===== config.mk =====
export PLATFORM = sky130hd
export DESIGN_NAME = sram_like_slave
export DESIGN_NICKNAME = d
export VERILOG_FILES = /design/src/rtl/sram_like_pkg.sv /design/src/rtl/sram_like_req_fifo.sv /design/src/rtl/sram_like_slave.sv
export SDC_FILE = /design/constraint.sdc
export NUM_CORES = 1
export LEC_CHECK = 0
export CAP_MARGIN = 20
export CORE_ASPECT_RATIO = 1.2
export CORE_MARGIN = 10
export CORE_UTILIZATION = 51
export CTS_CLUSTER_DIAMETER = 80
export DETAILED_ROUTE_END_ITERATION = 10
export GPL_TIMING_DRIVEN = 0
export PLACE_DENSITY = 0.8
export SYNTH_ARGS = -nofsm -noshare
export SYNTH_HDL_FRONTEND = slang
export SYNTH_SLANG_ARGS = --single-unit

===== constraint.sdc =====
create_clock -name clk -period 3.59 [get_ports clk]
set_input_delay 0.718 -clock clk [delete_from_list [all_inputs] [get_ports clk]]
set_output_delay 0.718 -clock clk [all_outputs]
set_load 0.02 [all_outputs]

===== src/rtl/sram_like_pkg.sv =====
// rtl/sram_like_pkg.sv - shared types and strobe helper for the sram-like responder
package sram_like_pkg;

   localparam logic [1:0] SIZE_BYTE = 2'd0;
   localparam logic [1:0] SIZE_HALF = 2'd1;
   localparam logic [1:0] SIZE_WORD = 2'd2;

   typedef enum logic [1:0] {
      IDLE = 2'd0,
      WAIT = 2'd1,
      RESP = 2'd2
   } state_t;

   typedef struct packed {
      logic        wr;
      logic [1:0]  size;
      logic [31:0] addr;
      logic [31:0] wdata;
   } req_entry_t;

   localparam int ENTRY_W = $bits(req_entry_t);

   // Misaligned halves/words and the illegal size yield no strobes at all.
   function automatic logic [3:0] gen_strobe(input logic [1:0] sz, input logic [1:0] addr_lo);
      logic [3:0] strb;
      strb = 4'b0000;
      case (sz)
         SIZE_BYTE: strb = 4'b0001 << addr_lo;
         SIZE_HALF: strb = addr_lo[0] ? 4'b0000 : (4'b0011 << {addr_lo[1], 1'b0});
         SIZE_WORD: strb = (addr_lo == 2'b00) ? 4'b1111 : 4'b0000;
         default:   strb = 4'b0000;
      endcase
      return strb;
   endfunction

endpackage


===== src/rtl/sram_like_req_fifo.sv =====
// rtl/sram_like_req_fifo.sv - circular request queue with occupancy count
module sram_like_req_fifo #(
   parameter int DEPTH = 4,
   parameter int W     = 67
) (
   input  logic                     clk,
   input  logic                     rstn,
   input  logic                     push,
   input  logic                     pop,
   input  logic [W-1:0]             din,
   output logic [W-1:0]             dout,
   output logic                     full,
   output logic                     empty,
   output logic [$clog2(DEPTH):0]   count
);

   localparam int PW = $clog2(DEPTH);

   logic [W-1:0]  mem [DEPTH];
   logic [PW-1:0] wptr;
   logic [PW-1:0] rptr;

   always_ff @(posedge clk) begin
      if (push) mem[wptr] <= din;
   end

   // DEPTH is a power of two, so the pointers wrap by plain overflow.
   always_ff @(posedge clk or negedge rstn) begin
      if (!rstn) begin
         wptr  <= '0;
         rptr  <= '0;
         count <= '0;
      end else begin
         if (push) wptr <= wptr + 1'b1;
         if (pop)  rptr <= rptr + 1'b1;
         case ({push, pop})
            2'b10:   count <= count + 1'b1;
            2'b01:   count <= count - 1'b1;
            default: count <= count;
         endcase
      end
   end

   assign dout  = mem[rptr];
   assign full  = (count == (PW+1)'(DEPTH));
   assign empty = (count == '0);

endmodule


===== src/rtl/sram_like_slave.sv =====
// rtl/sram_like_slave.sv - sram-like responder: queued requests, wait latency, RAM drive
module sram_like_slave
   import sram_like_pkg::*;
#(
   parameter int DEPTH   = 4,
   parameter int LATENCY = 0,
   parameter int ADDR_W  = 14
) (
   input  logic              clk,
   input  logic              rstn,
   input  logic              req,
   input  logic              wr,
   input  logic [1:0]        size,
   input  logic [31:0]       addr,
   input  logic [31:0]       wdata,
   output logic              addr_ok,
   output logic              data_ok,
   output logic [31:0]       rdata,
   output logic              ram_en,
   output logic [3:0]        ram_wen,
   output logic [ADDR_W-1:0] ram_addr,
   output logic [31:0]       ram_wdata,
   input  logic [31:0]       ram_rdata
);

   localparam int CW = $clog2(DEPTH) + 1;
   localparam logic [3:0] LAT = LATENCY[3:0];

   logic               push;
   logic               pop;
   logic               full;
   logic               empty;
   logic [CW-1:0]      fifo_count;
   logic [ENTRY_W-1:0] head_bits;
   req_entry_t         head;
   req_entry_t         in_entry;
   state_t             state, state_next;
   logic [3:0]         cnt, cnt_next;
   logic               unused_addr_bits;

   // Gated by rstn so no handshake can be seen while reset is held.
   assign addr_ok  = req & ~full & rstn;
   assign push     = addr_ok;
   assign in_entry = '{wr: wr, size: size, addr: addr, wdata: wdata};
   assign head     = req_entry_t'(head_bits);
   assign unused_addr_bits = ^head.addr[31:ADDR_W+2];

   sram_like_req_fifo #(
      .DEPTH (DEPTH),
      .W     (ENTRY_W)
   ) u_fifo (
      .clk   (clk),
      .rstn  (rstn),
      .push  (push),
      .pop   (pop),
      .din   (in_entry),
      .dout  (head_bits),
      .full  (full),
      .empty (empty),
      .count (fifo_count)
   );

   always_ff @(posedge clk or negedge rstn) begin
      if (!rstn) begin
         state <= IDLE;
         cnt   <= '0;
      end else begin
         state <= state_next;
         cnt   <= cnt_next;
      end
   end

   always_comb begin
      state_next = state;
      cnt_next   = cnt;
      pop        = 1'b0;
      data_ok    = 1'b0;
      rdata      = '0;
      ram_en     = 1'b0;
      ram_wen    = '0;
      ram_addr   = '0;
      ram_wdata  = '0;
      case (state)
         IDLE: begin
            if (!empty) begin
               cnt_next   = LAT;
               state_next = WAIT;
            end
         end
         WAIT: begin
            if (cnt != 4'd0) begin
               cnt_next = cnt - 4'd1;
            end else begin
               ram_en     = 1'b1;
               ram_addr   = head.addr[ADDR_W+1:2];
               ram_wen    = head.wr ? gen_strobe(head.size, head.addr[1:0]) : 4'b0000;
               ram_wdata  = head.wdata;
               state_next = RESP;
            end
         end
         RESP: begin
            data_ok = 1'b1;
            pop     = 1'b1;
            rdata   = head.wr ? 32'h0 : ram_rdata;
            // Another entry is pending if one remains after this pop or arrives now.
            if ((fifo_count > CW'(1)) || push) begin
               cnt_next   = LAT;
               state_next = WAIT;
            end else begin
               state_next = IDLE;
            end
         end
         default: state_next = IDLE;
      endcase
   end

endmodule


# Yosys cells after proc, flatten, opt, wreduce, memory -nomap -nowiden
# Memory sizes are Yosys's and may differ from the RTL's.
# Cells that the tools add are included.
# word_totals
ramBits	268
output_inout_bits	85
n_memories	1
inputBits	102
wordCells	64
reg_bits	13
# mem_list
name	words	word_bits	rd	rd_clocked_by_memory_dff	write_ports	line_no	text
u_fifo.mem	4	67	1	0	1	sram_like_req_fifo.sv:19	logic [W-1:0] mem [DEPTH];
# classes
eq_ne	11
bitwise	3
addsub	5
magnitude_cmp	1
n_shift	2
n_reduce_logical	10
mux	26
# ops
operator	count
$mux 32	4
$mux 4	8
$mux 14	2
$pmux 4 s3	2
$ne 2x2->1 const B	4
$eq 2x1->1 const B	3
$eq 2x2->1 const B	3
$logic_not 2->1	3
$mux 1	6
$pmux 2 s3	1
$pmux 3 s2	1
$add 2x1->2 const B	2
$mux 2	2
$reduce_and 4->1	1
$reduce_bool 4->1	1
$shl 1x2->4 const A	1
$shl 2x2->4 const A	1
$sub 4x1->4 const B	1
$add 3x1->3 const B	1
$eq 3x3->1 const B	1
$gt 3x1->1 const B	1
$logic_not 3->1	1
$reduce_bool 3->1	1
$sub 3x1->3 const B	1
5 further kinds	6

# Longest topological paths before layout
# Gate-level depths: netlist of run 1.
# depth
word_depth	7
ltp_mapped	8
ltp_nobuf	8

# Cells and area by module
# Synthesis of run 1 repeated with hierarchy kept, for this count alone.
# hier_totals
hier_cells	522
hier_area_um2	11011.8
# by_module_without_submodules
mod	instances	cells_each	area_each_um2
sram_like_req_fifo	1	388	10073.4
sram_like_slave	1	134	938.4

# Worst setup path before layout of run 1
# No wires, ideal clock.
# synth_path
path_type	input port to flip-flop
startpoint	in rstn
endpoint	mem u_fifo.mem[0][0], enable pin
path_slack_ns	0.469
t_arrival_ns	2.707
path_buffers	0
stages	3
setup_ns	0.414
cell_sequence	nand2_1 a21oi_1 and2_1
# synth_between
elab_chain_len	3
# synth_lines
item	line_no	text
start: declaration	sram_like_slave.sv:10	input logic rstn,
$and 1x1->1	sram_like_slave.sv:42	assign addr_ok = req & ~full & rstn;
named net addr_ok	sram_like_slave.sv:16	output logic addr_ok,
$mux 1	sram_like_req_fifo.sv:24	if (push) mem[wptr] <= din;
$mux 1 (implied by the code)	sram_like_req_fifo.sv:24	
end: declaration	sram_like_req_fifo.sv:19	
# The timed path passes the listed nets, and every way through them passes these cells.

# Final worst setup path of run 1
# layout_path
startpoint	reg cnt[0]
endpoint	out ram_wen[0]
# layout_between
elab_chain_len	3
# layout_lines
item	line_no	text
start: declaration	sram_like_slave.sv:38	logic [3:0] cnt, cnt_next;
start signal: assignment	sram_like_slave.sv:69	cnt <= cnt_next;
$reduce_bool 4->1	sram_like_slave.sv:91	if (cnt != 4'd0) begin
$mux 4	sram_like_slave.sv:91	
$mux 4	sram_like_slave.sv:83	case (state)
end: declaration	sram_like_slave.sv:20	output logic [3:0] ram_wen,
# No other way between the ends.

==> impl_metrics.csv, run 1 <==
group,metric,value,unit
run_status,status,"complete, no violations",
setup_path,required,2.87,ns
timing,period_needed,3.51,ns
placement,dp_cells,825,
timing,timing.final.crit_share,0.978,
global_route,grt_pass1_vias,5166,
floorplanning,num_io_pins,187,
layout,n_fill_cell,1138,
setup_path,critPathLaunch,"cnt[0]$_DFFE_PN0P_",
placement,pre_cts_ws,-0.281,ns
timing,slew_viol_final,0,
setup_path,r2r_slack,1.32,ns
floorplanning,rows,52,
yosys,synth-seq-area-share,0.733,
floorplanning,start_util,0.520,
setup_path,cp_num_buf_inv,3,
timing,hold_violations,0,
global_route,grtUsageMet1,0.188,
global_route,grt_first_pass_wirelength,29000,um
setup_path,crit_arrival,2.79,ns
routing,dr.pass1.iters,5,
yosys,yosysMostFrequentCell,"edfxtp_1",
cts,cts_sinks,217,
global_route,grt_util_met3,0.0433,
cts,htreeDepth,1,
routing,routed_via_density,5.43,
hold_path,hold_class,"in2async",
routing,vias,4666,
routing,wl_per_cell,21.7,um
global_route,grt.overflow.total,0,
yosys,synthCells,439,
layout,fin_util,0.676,
yosys,netlist_area,8800,um^2
yosys,synthArstFlopShare,0.0599,
floorplanning,die_x,140,um
layout,n_antenna_cell,0,
setup_path,crit_path_cell_trace,"inv_1 > ha_1 > or4b_4 > clkinv_4 > nand2_4 > a2111oi_4 > clkdlybuf4s50_1",
setup_path,crit_type,"reg2out",
timing,setup_viol,0,
floorplanning,core_area,16900,um^2
yosys,synth.largest_area_cell,"edfxtp_1",
cts,cts_tree,"yes",
layout,fin_area,11400,um^2
cts,clk_path_buf_depth,3,
layout,multiInputGateArea,2170,um^2
floorplanning,die_area,22900,um^2
global_route,use_met2,0.281,
global_route,grt_max_degree,52,
floorplanning,die_y,164,um
routing,drcViolationCount,0,
layout,area_growth,30.0,%
timing,rsz0062_at_grt,"false",
cts,path_clk_slew,0.06,ns
yosys,ys.flop_type,"edfxtp_1",
yosys,avgSynthCellArea,20.0,um^2
placement,portBuffers,170,
placement,place.gp.congestion,0.868,
timing,clock_skew,0.0235,ns
yosys,syn_nets,551,
setup_path,start_kind,"flip-flop",
yosys,ys_types,37,
cts,cts-buffers-inserted,20,
yosys,synth_top_area_frac,0.696,
timing,layout_setup_ws,0.0807,ns
timing,worstMarginPinSlew,0.811,ns
cts,cts-root-buf,"clkbuf_16",
power,finalPower,7.82,mW
power,power.density,683,nW/um^2
power,ir_worst_vdd,507,uV
timing,fmax,285,MHz
placement,postPlaceCellArea,10800,um^2
setup_path,cp_max_fo,5,
setup_path,slowest_delay,0.67,ns
setup_path,cp_slowest_cell,"clkdlybuf4s50_1",
power,p_leak,4.37,nW
global_route,busiest_layer,"met2",
routing,drt_iter0_drc,221,
layout,final_cells,860,
layout,layout-drive-gt1-share,0.163,
global_route,track_usage,0.159,
routing,ant_nets,0,
timing,max-slew-margin-rel,0.459,
layout,num-nets-final,743,
placement,hpwl,12400,um
yosys,synthTopCellsByArea,"edfxtp_1, mux4_2, and2_1",
yosys,yosysWarnings,0,
setup_path,cp-end-kind,"output port",
setup_path,reg2reg_from,"u_fifo.count[0]$_DFFE_PN0P_",
yosys,synth-edff-count,204,
yosys,ys_ff_latch,217,
flow_run,cap_viol_max_count,0,
layout,seq_area,6450,um^2
global_route,grt_antenna_before_repair,1,
routing,wirelength,18700,um
setup_path,crit_family,"buffers and inverters",
yosys,synth_common_cells,"edfxtp_1, and2_1, mux4_2, dfrtp_1, ha_1",
cts,clkLatencyLatePin,0.49,ns
-- through the flow --
stage	hold slack (ns)	setup TNS (ns)
after global routing	0.423	0
after detailed placement	0.550	-7.50
after global placement	0.525	-259.25
after CTS	0.378	0
after floorplan	0.422	0
final	0.368	0
-- state kept, by name (all words and copies together), names as in the netlist --
register / count
cnt: 4
u_fifo.rptr: 2
state: 2
u_fifo.wptr: 2
u_fifo.mem: 204
u_fifo.count: 3
-- where the power goes --
group / switching (mW) / total, mW / internal (mW)
registers: 0.106 / 3.20 / 3.10
logic: 1.38 / 2.74 / 1.35
clock network: 0.840 / 1.88 / 1.04
-- cell usage in the layout, fill, tap and decap left out, types with 4 or more instances in the layout --
cell / n
edfxtp_1: 204
dfrtp_1: 13
clkdlybuf4s50_1: 138
buf_6: 6
clkbuf_1: 11
buf_4: 6
xnor2_1: 5
nor2_1: 5
ha_1: 10
clkbuf_16: 20
buf_2: 6
inv_1: 9
and2_1: 78
clkinv_1: 4
mux4_2: 51
nand2_1: 5
dlymetal6s2s_1: 31
and2_4: 4
-- kinds of logic after synthesis --
family                   after synthesis  share of synthesized area
flip-flops                           217                      0.733
AND/OR/NAND/NOR                      108                     0.0781
multiplexers                          54                      0.134
buffers and inverters                 30                     0.0213
AO/OA/AOI/OAI                         13                     0.0121
adder cells (fa/ha/maj)               10                     0.0142
XOR/XNOR                               7                    0.00697
-- worst paths after layout --
kind                                                    end  cells after the start
worst max-delay path                             ram_wen[0]                      7
worst min-delay path                   state[1]$_DFFE_PN0P_                      1
worst max register to register  u_fifo.mem[0][30]$_DFFE_PP_                      4
worst min register to register           cnt[0]$_DFFE_PN0P_                      2
max in group asynchronous                cnt[1]$_DFFE_PN0P_                      1
min in group clk                         cnt[0]$_DFFE_PN0P_                      2
-- routing by layer --
layer | routed length (um) | vias to the layer above
li1 | - | 2103
met1 | 7360 | 2376
met2 | 9660 | 157
met3 | 1240 | 28
met4 | 390 | 2
met5 | 17 | -
-- cell type report --
class,instances,area share
Sequential cell,217,0.564
Clock buffer,30,0.0470
Multi-Input combinational cell,192,0.190
Timing Repair Buffer,170,0.155
Buffer,20,0.0132
Clock inverter,5,0.00273
Tap cell,216,0.0236
Inverter,10,0.00372
-- repair_timing --
item | 4_1_cts | 5_1_grt
hold buffers | 0 | 0
setup buffers | 0 | 0
gates resized for setup | 7 | 31
setup endpoints to repair | 33 | 31
endpoints found under the hold margin | 0 | 0
No activity file was read; power rests on OpenSTA's default activity.
==> run 2: changes to the inputs <==
--- a/config.mk
+++ b/config.mk
@@ -6,13 +6,13 @@
 export NUM_CORES = 1
 export LEC_CHECK = 0
 export CAP_MARGIN = 20
-export CORE_ASPECT_RATIO = 1.2
+export CORE_ASPECT_RATIO = 0.8
 export CORE_MARGIN = 10
-export CORE_UTILIZATION = 51
+export CORE_UTILIZATION = 46
 export CTS_CLUSTER_DIAMETER = 80
 export DETAILED_ROUTE_END_ITERATION = 10
 export GPL_TIMING_DRIVEN = 0
-export PLACE_DENSITY = 0.8
+export PLACE_DENSITY = 0.76
 export SYNTH_ARGS = -nofsm -noshare
 export SYNTH_HDL_FRONTEND = slang
 export SYNTH_SLANG_ARGS = --single-unit
==> constraint.sdc (replaced) <==
create_clock -name clk -period 3 [get_ports clk]
set_input_delay 0.6 -clock clk [delete_from_list [all_inputs] [get_ports clk]]
set_output_delay 0.6 -clock clk [all_outputs]
set_load 0.02 [all_outputs]
==> impl_metrics.csv, run 2 (synthesis gave the netlist of run 1 again) <==
group,metric,value,unit
cts,path_clk_slew,0.06,ns
setup_path,r2r_slack,0.79,ns
global_route,grt.overflow.total,0,
layout,largest_reg_flops,204,
layout,n_antenna_cell,0,
power,ir_worst_vdd,545,uV
cts,clkLatencyLatePin,0.50,ns
routing,routed_via_density,5.14,
setup_path,crit_type,"reg2out",
global_route,grt_max_degree,52,
floorplanning,die_area,25100,um^2
setup_path,cp_max_fo,10,
hold_path,hold_class,"in2async",
timing,fmax,343,MHz
timing,setup_viol,0,
timing,clock_skew,0.0121,ns
timing,worstMarginPinSlew,0.826,ns
floorplanning,start_util,0.466,
setup_path,cp-end-kind,"output port",
routing,wirelength,19000,um
setup_path,rr_worst_depth,4,
timing,slew_viol_final,0,
placement,dp_cells,867,
floorplanning,num_io_pins,187,
layout,reg.largest.list,"u_fifo.mem: 204 flops, cnt: 4 flops, u_fifo.count: 3 flops",
global_route,grt_pass1_vias,5138,
layout,layout-drive-gt1-share,0.311,
layout,mostFrequentLayoutCells,"edfxtp_1, clkdlybuf4s50_1, and2_1, mux4_2, buf_2",
layout,num-nets-final,751,
placement,hpwl,12400,um
power,power.density,876,nW/um^2
cts,clk_path_buf_depth,3,
cts,cts_sinks,217,
floorplanning,core_area,18900,um^2
layout,multiInputGateArea,2210,um^2
timing,max-slew-margin-rel,0.449,
placement,place.gp.congestion,0.919,
setup_path,crit_arrival,2.32,ns
run_status,status,"complete, no violations",
timing,hold_violations,0,
floorplanning,rows,45,
setup_path,reg2reg_to,"u_fifo.mem[2][8]$_DFFE_PP_",
global_route,track_usage,0.148,
timing,period_needed,2.92,ns
layout,area_growth,30.0,%
setup_path,start_kind,"flip-flop",
power,p_leak,4.12,nW
setup_path,reg2reg_from,"u_fifo.count[0]$_DFFE_PN0P_",
routing,drcViolationCount,0,
timing,timing.final.crit_share,0.972,
routing,dr.pass1.iters,4,
setup_path,critPathLaunch,"cnt[0]$_DFFE_PN0P_",
layout,final_cells,913,
layout,largest-register,"u_fifo.mem",
routing,drt_iter0_drc,188,
setup_path,required,2.40,ns
routing,wl_per_cell,20.8,um
routing,vias,4689,
placement,pre_cts_ws,-0.636,ns
cts,htreeDepth,1,
layout,layout_commonest_cell,"edfxtp_1",
floorplanning,die_x,175,um
layout,seq_area,6450,um^2
routing,ant_nets,0,
layout,n_fill_cell,1384,
timing,whs,0.109,ns
cts,cts-buffers-inserted,23,
global_route,grt_antenna_before_repair,2,
cts,cts_tree,"yes",
flow_run,cap_viol_max_count,0,
floorplanning,die_y,144,um
cts,cts_hold_buffers,0,
global_route,grt_first_pass_wirelength,29300,um
timing,tns,0,ns
cts,cts-root-buf,"clkbuf_16",
placement,portBuffers,170,
timing,layout_setup_ws,0.0845,ns
run 2: cell count changes in the layout (fill, tap and decap cells not counted), sizes merged:
| cell | previous run | this run |
|---|---|---|
| buf | 18 | 62 |
| clkdlybuf4s50 | 138 | 86 |
| bufinv | 0 | 4 |
| clkinv | 6 | 9 |
| dlymetal6s2s | 31 | 0 |
| clkinvlp | 0 | 1 |
| clkdlybuf4s15 | 0 | 16 |
| clkbuf | 32 | 54 |
| dlygate4sd2 | 1 | 3 |
| inv | 9 | 11 |
run 2: stage by stage:
step	instance area, um^2	utilization	power (mW)
2_1_floorplan	8800	-	6.04
3_3_place_gp	10800	0.574	7.15
3_5_place_dp	10800	0.574	7.28
4_1_cts	11500	0.610	10.1
5_1_grt	11400	0.606	10.5
6_report	11400	0.606	10.0
run 2: timing repair:
action,4_1_cts,5_1_grt
setup buffers,2,3
resized for setup,242,73
pin swaps,0,1
setup endpoints to repair,268,81
run 2: power breakdown:
part	internal (mW)	total, mW	switching [mW]
combinational	1.59	3.32	1.73
clock	1.76	2.86	1.10
sequential	3.71	3.84	0.127
run 2: worst max path at each step:
| stage | to |
|---|---|
| detailed placement | addr_ok |
| finish | ram_wdata[2] |
| global route | rdata[23] |
| floorplan | u_fifo.mem[0][0]$_DFFE_PP_ |
| CTS | ram_wdata[2] |
| global placement | u_fifo.mem[2][28]$_DFFE_PP_ |
run 2: critical path, cell delays in order, from the launching register on:
cell and delay (ns):
dfrtp_1 0.39, inv_2 0.10, ha_4 0.15, or4b_4 0.49
clkinv_4 0.10, buf_8 0.13, and2_1 0.15, clkdlybuf4s15_1 0.31
run 2: layer usage:
metal  part of all wire  track usage
met1               0.43        0.187
met5            0.00042            0
met4              0.017       0.0352
met2               0.48        0.248
met3              0.072       0.0448
run 2: area by class of cell:
class | count | area share
buffer | 20 | 0.0174
clock buffer | 26 | 0.0513
clock inverter | 15 | 0.0161
inverter | 10 | 0.00372
multi-input combinational | 192 | 0.193
sequential | 217 | 0.564
tap | 258 | 0.0282
timing repair buffer | 175 | 0.126
